**src/rtl/mem_wb_pipe_reg.sv**
```systemverilog
// mem_wb_pipe_reg -- MEM/WB pipeline register with write-back mux,
// WB-to-EX forwarding compare and a consecutive-stall counter.
//
// Ports
//   clk, rst_n          : clock (rising edge), async active-low reset
//   hit                 : data-cache hit; 0 stalls MEM, so the register holds
//   flush               : squash the instruction entering WB (bubble in)
//   valid_in            : MEM holds a real instruction
//   read_data,
//   alu_result          : load data / ALU result from MEM
//   write_reg           : destination register
//   reg_write,
//   mem_to_reg          : write-back control
//   rs, rt              : EX-stage sources for the forwarding compare
//   *_out, valid_out    : registered stage contents
//   wb_data             : selected write-back value (combinational)
//   fwd_rs, fwd_rt      : WB-to-EX forwarding hit (combinational)
//   stall_cycles        : current consecutive-stall length, saturating
module mem_wb_pipe_reg #(
  parameter int DATA_W = 32,
  parameter int REG_AW = 5,
  parameter int CNT_W  = 8
) (
  input  logic              clk,
  input  logic              rst_n,
  input  logic              hit,
  input  logic              flush,
  input  logic              valid_in,
  input  logic [DATA_W-1:0] read_data,
  input  logic [DATA_W-1:0] alu_result,
  input  logic [REG_AW-1:0] write_reg,
  input  logic              reg_write,
  input  logic              mem_to_reg,
  input  logic [REG_AW-1:0] rs,
  input  logic [REG_AW-1:0] rt,
  output logic [DATA_W-1:0] read_data_out,
  output logic [DATA_W-1:0] alu_result_out,
  output logic [REG_AW-1:0] write_reg_out,
  output logic              reg_write_out,
  output logic              mem_to_reg_out,
  output logic              valid_out,
  output logic [DATA_W-1:0] wb_data,
  output logic              fwd_rs,
  output logic              fwd_rt,
  output logic [CNT_W-1:0]  stall_cycles
);

  localparam int STAGES = 1;

  // Data payload: held on stall and on flush.
  typedef struct packed {
    logic [DATA_W-1:0] read_data;
    logic [DATA_W-1:0] alu_result;
    logic [REG_AW-1:0] write_reg;
  } wb_data_t;

  // Control payload: cleared on flush so a squashed slot never commits.
  typedef struct packed {
    logic reg_write;
    logic mem_to_reg;
  } wb_ctrl_t;

  wb_data_t          data_d, data_q;
  wb_ctrl_t          ctrl_d, ctrl_q;
  logic [STAGES:0]   vld_pipe;
  logic [CNT_W-1:0]  stall_q;

  // vld_pipe[0] is the MEM-side valid, vld_pipe[STAGES] the WB-side one.
  assign vld_pipe[0] = valid_in;

  always_comb begin
    data_d.read_data  = read_data;
    data_d.alu_result = alu_result;
    data_d.write_reg  = write_reg;
    // Bubbles and writes to r0 are dropped here, so nothing downstream
    // (including the forwarding compare) needs to re-check them.
    ctrl_d.reg_write  = reg_write & valid_in & (write_reg != '0);
    ctrl_d.mem_to_reg = mem_to_reg;
  end

  // Stage registers. Flush wins over the stall hold.
  always_ff @(posedge clk or negedge rst_n) begin
    if (!rst_n) begin
      data_q             <= '0;
      ctrl_q             <= '0;
      vld_pipe[STAGES]   <= 1'b0;
    end else if (flush) begin
      ctrl_q             <= '0;
      vld_pipe[STAGES]   <= 1'b0;
    end else if (hit) begin
      data_q             <= data_d;
      ctrl_q             <= ctrl_d;
      vld_pipe[STAGES]   <= vld_pipe[0];
    end
  end

  // Stall counter: independent of flush; any hit edge restarts it.
  always_ff @(posedge clk or negedge rst_n) begin
    if (!rst_n)
      stall_q <= '0;
    else if (hit)
      stall_q <= '0;
    else if (!(&stall_q))
      stall_q <= stall_q + 1'b1;
  end

  assign read_data_out  = data_q.read_data;
  assign alu_result_out = data_q.alu_result;
  assign write_reg_out  = data_q.write_reg;
  assign reg_write_out  = ctrl_q.reg_write;
  assign mem_to_reg_out = ctrl_q.mem_to_reg;
  assign valid_out      = vld_pipe[STAGES];
  assign stall_cycles   = stall_q;

  assign wb_data = ctrl_q.mem_to_reg ? data_q.read_data : data_q.alu_result;

  // rs/rt == 0 never forwards: r0 is hardwired zero.
  assign fwd_rs = ctrl_q.reg_write && (data_q.write_reg == rs) && (rs != '0);
  assign fwd_rt = ctrl_q.reg_write && (data_q.write_reg == rt) && (rt != '0);

endmodule
```
**config.mk**
```make
export PLATFORM = sky130hd
export DESIGN_NAME = mem_wb_pipe_reg
export DESIGN_NICKNAME = d
export VERILOG_FILES = /design/src/rtl/mem_wb_pipe_reg.sv
export SDC_FILE = /design/constraint.sdc
export NUM_CORES = 1
export LEC_CHECK = 0
export CORE_MARGIN = 10
export CORE_UTILIZATION = 40
export CTS_BUF_LIST = sky130_fd_sc_hd__clkbuf_8
export DETAILED_ROUTE_END_ITERATION = 8
export GPL_TIMING_DRIVEN = 1
export PLACE_DENSITY = 0.82
export SLEW_MARGIN = 15
export SYNTH_ARGS = -nofsm -noshare
export SYNTH_HDL_FRONTEND = slang
export SYNTH_SLANG_ARGS = --single-unit
```
**constraint.sdc**
```tcl
create_clock -name clk -period 1.9 [get_ports clk]
set_clock_uncertainty 0.15 [all_clocks]
set_input_delay 0.38 -clock clk [delete_from_list [all_inputs] [get_ports clk]]
set_output_delay 0.38 -clock clk [all_outputs]
set_load 0.02 [all_outputs]
```
**Yosys cells after proc, flatten, opt, wreduce, memory -nomap -nowiden**

Cells that the tools add are included.

- Input bits: 86
- Register bits: 80
- Word-level logic and storage cells: 31
- Output and inout bits: 114

- Reduce and logical (&&, ||, !) cells: 10
- Mux-type cells: 7
- Bitwise gates (word level): 3
- $add $sub $neg: 1
- Equality and inequality tests: 3

Operator list:

| cell | number |
|---|---|
| $mux 32 | 1 |
| $mux 8 | 2 |
| $reduce_bool 5->1 | 3 |
| $eq 5x5->1 | 2 |
| $add 8x1->8 const B | 1 |
| $reduce_and 8->1 | 1 |
| $logic_and 1x1->1 | 4 |
| $mux 2 | 2 |
| $and 1x1->1 | 2 |
| $mux 1 | 2 |
| $ne 2x2->1 const B | 1 |
| $reduce_and 2->1 | 1 |
| $reduce_bool 2->1 | 1 |
| $not 1->1 | 1 |

**Depth between registers and ports, before layout**

- Word-level depth: 4
- Gate-level depth with buffers: 5
- Depth with buffers taken out: 4

**Least setup slack after synthesis**

OpenSTA, ideal clock, no wires.

- Path type: register to register
- From: register stall_q[0], in the netlist stall_cycles[0]
- To: register stall_q[0], in the netlist stall_cycles[0]
- Path buffers: 0
- Setup slack: 0.074 ns
- Required time: 1.625 ns
- Arrival: 1.551 ns
- Cell stages (with the launch flop): 5
- Setup time: 0.125 ns
- Period minus slack after synthesis: 1.826 ns
- Cells stage by stage: dfrtp_1 ha_1 and4_4 and4_1 mux2_2

- Longest elaborated chain between the ends: 3
- Elaborated cells between the ends (all ways): 5
- Classes of those cells: add/sub: 1; eq/ne: 1; mux: 2; reduce/logical: 1

Ends and longest elaborated chain:

| item | RTL line | RTL |
|---|---|---|
| start, declared | 66 | `logic [CNT_W-1:0] stall_q;` |
| start signal, assigned | 104 | `stall_q <= stall_q + 1'b1;` |
| $add 8x1->8 | 104 |  |
| $mux 8 | 103 | `else if (!(&stall_q))` |
| $mux 8 | 101 | `else if (hit)` |

Several ways; a longest one is shown, not always the timed one. The select of a mux whose other input is x is not followed.
A chain may end at the register's enable or synchronous reset.

**Worst setup path after layout**

- From: register data_q, in the netlist write_reg_out[3]
- To: output port fwd_rs

- Longest elaborated chain between the ends: 3

Ends and longest elaborated chain:

| item | RTL line | RTL |
|---|---|---|
| start, declared | 63 | `wb_data_t data_d, data_q;` |
| start signal, assigned | 91 | `data_q <= data_d;` |
| $eq 5x5->1 | 118 | `assign fwd_rs = ctrl_q.reg_write && (data_q.write_reg == rs) && (rs != '0);` |
| $logic_and 1x1->1 (2 in series) | 118 |  |
| end, declared | 43 | `output logic fwd_rs,` |

Every way passes these cells.

==> qor.yml <==
outcome:
  status: "complete, but fails checks"
  violations: "setup timing"
power:
  power_uw: 5470
  peakVddDrop_uv: 508
  powerDensity_nw_per_um2: 855
  p_leak_uw: 0.00322
global_route:
  grt_pass1_wl_um: 17700
  use_met1_pct: 16.9
  busiest_layer: "met2"
  grt_use_total_pct: 16.7
  use_met3_pct: 8.27
  overflow: 0
  antenna_found_initial: 0
  grt_max_degree: 81
  globalRouteMet2Util_pct: 30.1
  grt_pass1_vias: 3225
cells_and_area:
  syn_to_final_growth_pct: 72.6
  nNetsFinal: 558
  drive_gt1_share_pct: 38.9
  diodes: 0
  fin_area_um2: 6390
synthesis:
  synth-seq-cells: 80
  syn_nets: 342
  synth_seq_area_share_pct: 54.0
  yosysUniqueCellTypes: 33
  async_flop_share_pct: 100
  synth_area_leader_cell: "dfrtp_1"
  syn_area_per_cell_um2: 14.5
  synth_ff_type: "dfrtp_1"
  netlist_top_cells_count: "92 x mux2_2, 80 x dfrtp_1, 10 x mux2_4"
  synth_cells: 255
  synth_area_leaders: "dfrtp_1 54%, mux2_2 28%, mux2_4 4.1%, xor2_1 1.4%, and4_1 1.2%"
  yosys.area.top_type_share_pct: 54.0
  synth-edff-count: 0
  yosysMostFrequentCell: "mux2_2"
  yosysWarnings: 0
  netlist_area_um2: 3700
critical_path:
  critPathLaunch: "write_reg_out[3]$_DFFE_PN0P_"
  start_kind: "flop"
  worst-r2r-setup-slack_ns: 0.15
  arrival_ns: 1.53
  cp.required_ns: 1.37
  crit_chain: "xor2_1, nor3_1, and4_1, buf_6"
  max_stage_delay_ns: 0.45
  reg2reg_to: "stall_cycles[0]$_DFFE_PN0P_"
  cp-endpoint: "fwd_rs"
  crit_path_top_delay_cell: "dfrtp_2"
  setup.worst_path.class: "reg -> out"
  worstReg2RegStart: "stall_cycles[0]$_DFFE_PN0P_"
  end_kind: "primary output"
  critPathMaxFanout: 4
  ff2ff_path_depth: 4
clock_network:
  cts_buffers: 9
  cts_sinks: 80
  cts_max_level: 3
  clockBufferDepth: 2
  clockRootBuffer: "clkbuf_8"
  cts_tree: "yes"
  clk_pin_slew_ns: 0.08
  clock_latency_ns: 0.33
routing:
  drc: 0
  routed_wl_um: 12100
  wl_per_cell_um: 20.6
  ant_nets: 0
  dr.first_iter.drc_count: 92
  via_per_inst: 5.06
  num_vias: 2973
  dr.pass1.iters: 4
placement:
  port-buffer-count: 199
  gp_congestion: 0.777
  dp_hpwl_um: 9060
  placed_area_um2: 5910
floorplanning:
  ioPinCount: 200
  die_x_um: 116
  fp.dieArea_um2: 13500
  floorplan.initialDensity_pct: 40.7
  die_h_um: 116
  fp-row-count: 35
  core-area_um2: 9110
sta:
  tightest_slew_ns: 0.436
  maxSlewViolCount: 0
  max_clock_freq_mhz: 486
  setup_slack_ns: -0.158
  rsz0062_at_grt: "yes"
  hold_viol: 0
  fin_crit_sh_pct: 108
  relSlewSlack_pct: 71.0
  tns_ns: -2.85
  setup_viol: 34
  fin_crit_ns: 2.06
  whs_ns: 0.376
flow_run:
  maxCapViolCount: 0
worst_hold_path:
  min_path_type: "reg -> reg"
  worstHoldStart: "valid_out$_DFFE_PN0P_"
-- cells by family after synthesis --
logic type                 synth area share [%]
muxes                                      32.8
DFF                                        54.0
and+or+nand+nor                            5.84
buffers and inverters                      2.77
AOI/OAI and AO/OA                          1.82
xor gates and xnor gates                   2.36
adders and majority gates                 0.338
-- power breakdown --
group / switching, uW / internal (uW)
combinational: 901 / 1090
clock: 611 / 732
sequential: 200 / 1930
total: 1710 / 3760
-- metal layers --
metal  vias up  part of all wire, %
met1      1505                   35
li1       1348                    -
met4         0                  1.1
met3         8                   10
met5         -                    0
met2       112                   54
-- placed cells by master, fill, tap and decap left out, types with 4 or more instances in the layout --
| cell | Yosys | layout |
|---|---|---|
| dlymetal6s2s_1 | 0 | 47 |
| dfrtp_1 | 80 | 74 |
| mux2_2 | 92 | 65 |
| clkdlybuf4s50_1 | 0 | 81 |
| xnor2_1 | 4 | 4 |
| buf_6 | 2 | 30 |
| buf_12 | 0 | 5 |
| buf_4 | 5 | 13 |
| mux2_4 | 10 | 37 |
| nor3_1 | 4 | 4 |
| dlygate4sd2_1 | 0 | 34 |
| a21oi_1 | 6 | 6 |
| buf_2 | 4 | 5 |
| dfrtp_2 | 0 | 6 |
| clkbuf_8 | 0 | 9 |
| and4_1 | 5 | 5 |
| xor2_1 | 6 | 6 |
-- how the worst min path moves through the flow --
stage / end / slack (ns) / depth (start not counted)
after global placement: alu_result_out[23]$_DFFE_PN0P_ / 0.29 / 2
after global routing: read_data_out[6]$_DFFE_PN0P_ / 0.41 / 1
after detailed placement: alu_result_out[24]$_DFFE_PN0P_ / 0.29 / 2
after floorplan: alu_result_out[0]$_DFFE_PN0P_ / -0.07 / 0
final: valid_out$_DFFE_PN0P_ / 0.38 / 2
after CTS: read_data_out[2]$_DFFE_PN0P_ / 0.38 / 1
-- metrics by stage --
| stage | util [%] | setup WS, ns | std cells |
|---|---|---|---|
| finish | 70.2 | -0.158 | 587 |
| global route | 70.2 | -0.222 | 587 |
| CTS | 65.8 | -0.239 | 585 |
| detailed placement | 64.9 | -0.707 | 567 |
| global placement | 64.9 | -0.634 | 567 |
| floorplan | - | 0.0742 | 255 |
-- flip-flops by register name, summed over array words and instances, names as in the netlist --
| signal | cells |
|---|---|
| valid_out | 1 |
| stall_cycles | 8 |
| write_reg_out | 5 |
| mem_to_reg_out | 1 |
| alu_result_out | 32 |
| reg_write_out | 1 |
| read_data_out | 32 |
-- final cells by class --
| class | instances | area, um2 |
|---|---|---|
| Sequential cell | 80 | 2010 |
| Tap cell | 111 | 139 |
| Fill cell | 668 | 2710 |
| Clock buffer | 9 | 124 |
| Multi-Input combinational cell | 161 | 1730 |
| Clock inverter | 7 | 88.8 |
| Timing Repair Buffer | 219 | 2300 |
-- timing repair --
item	in CTS	in global routing
hold buffers	1	0
resized for setup	191	135
setup buffers	1	2
endpoints found under the hold margin	80	0
cloned	0	1
pin swaps	1	4
endpoints found under the setup margin	69	78
-- worst max-delay path: cells and delay by family (launching register included) --
kind	cells	cell delay [ns]
AND/OR/NAND/NOR	2	0.45
XOR/XNOR	1	0.16
flip-flops	1	0.45
buffers and inverters	1	0.13
No activity file was read; power rests on OpenSTA's default activity.
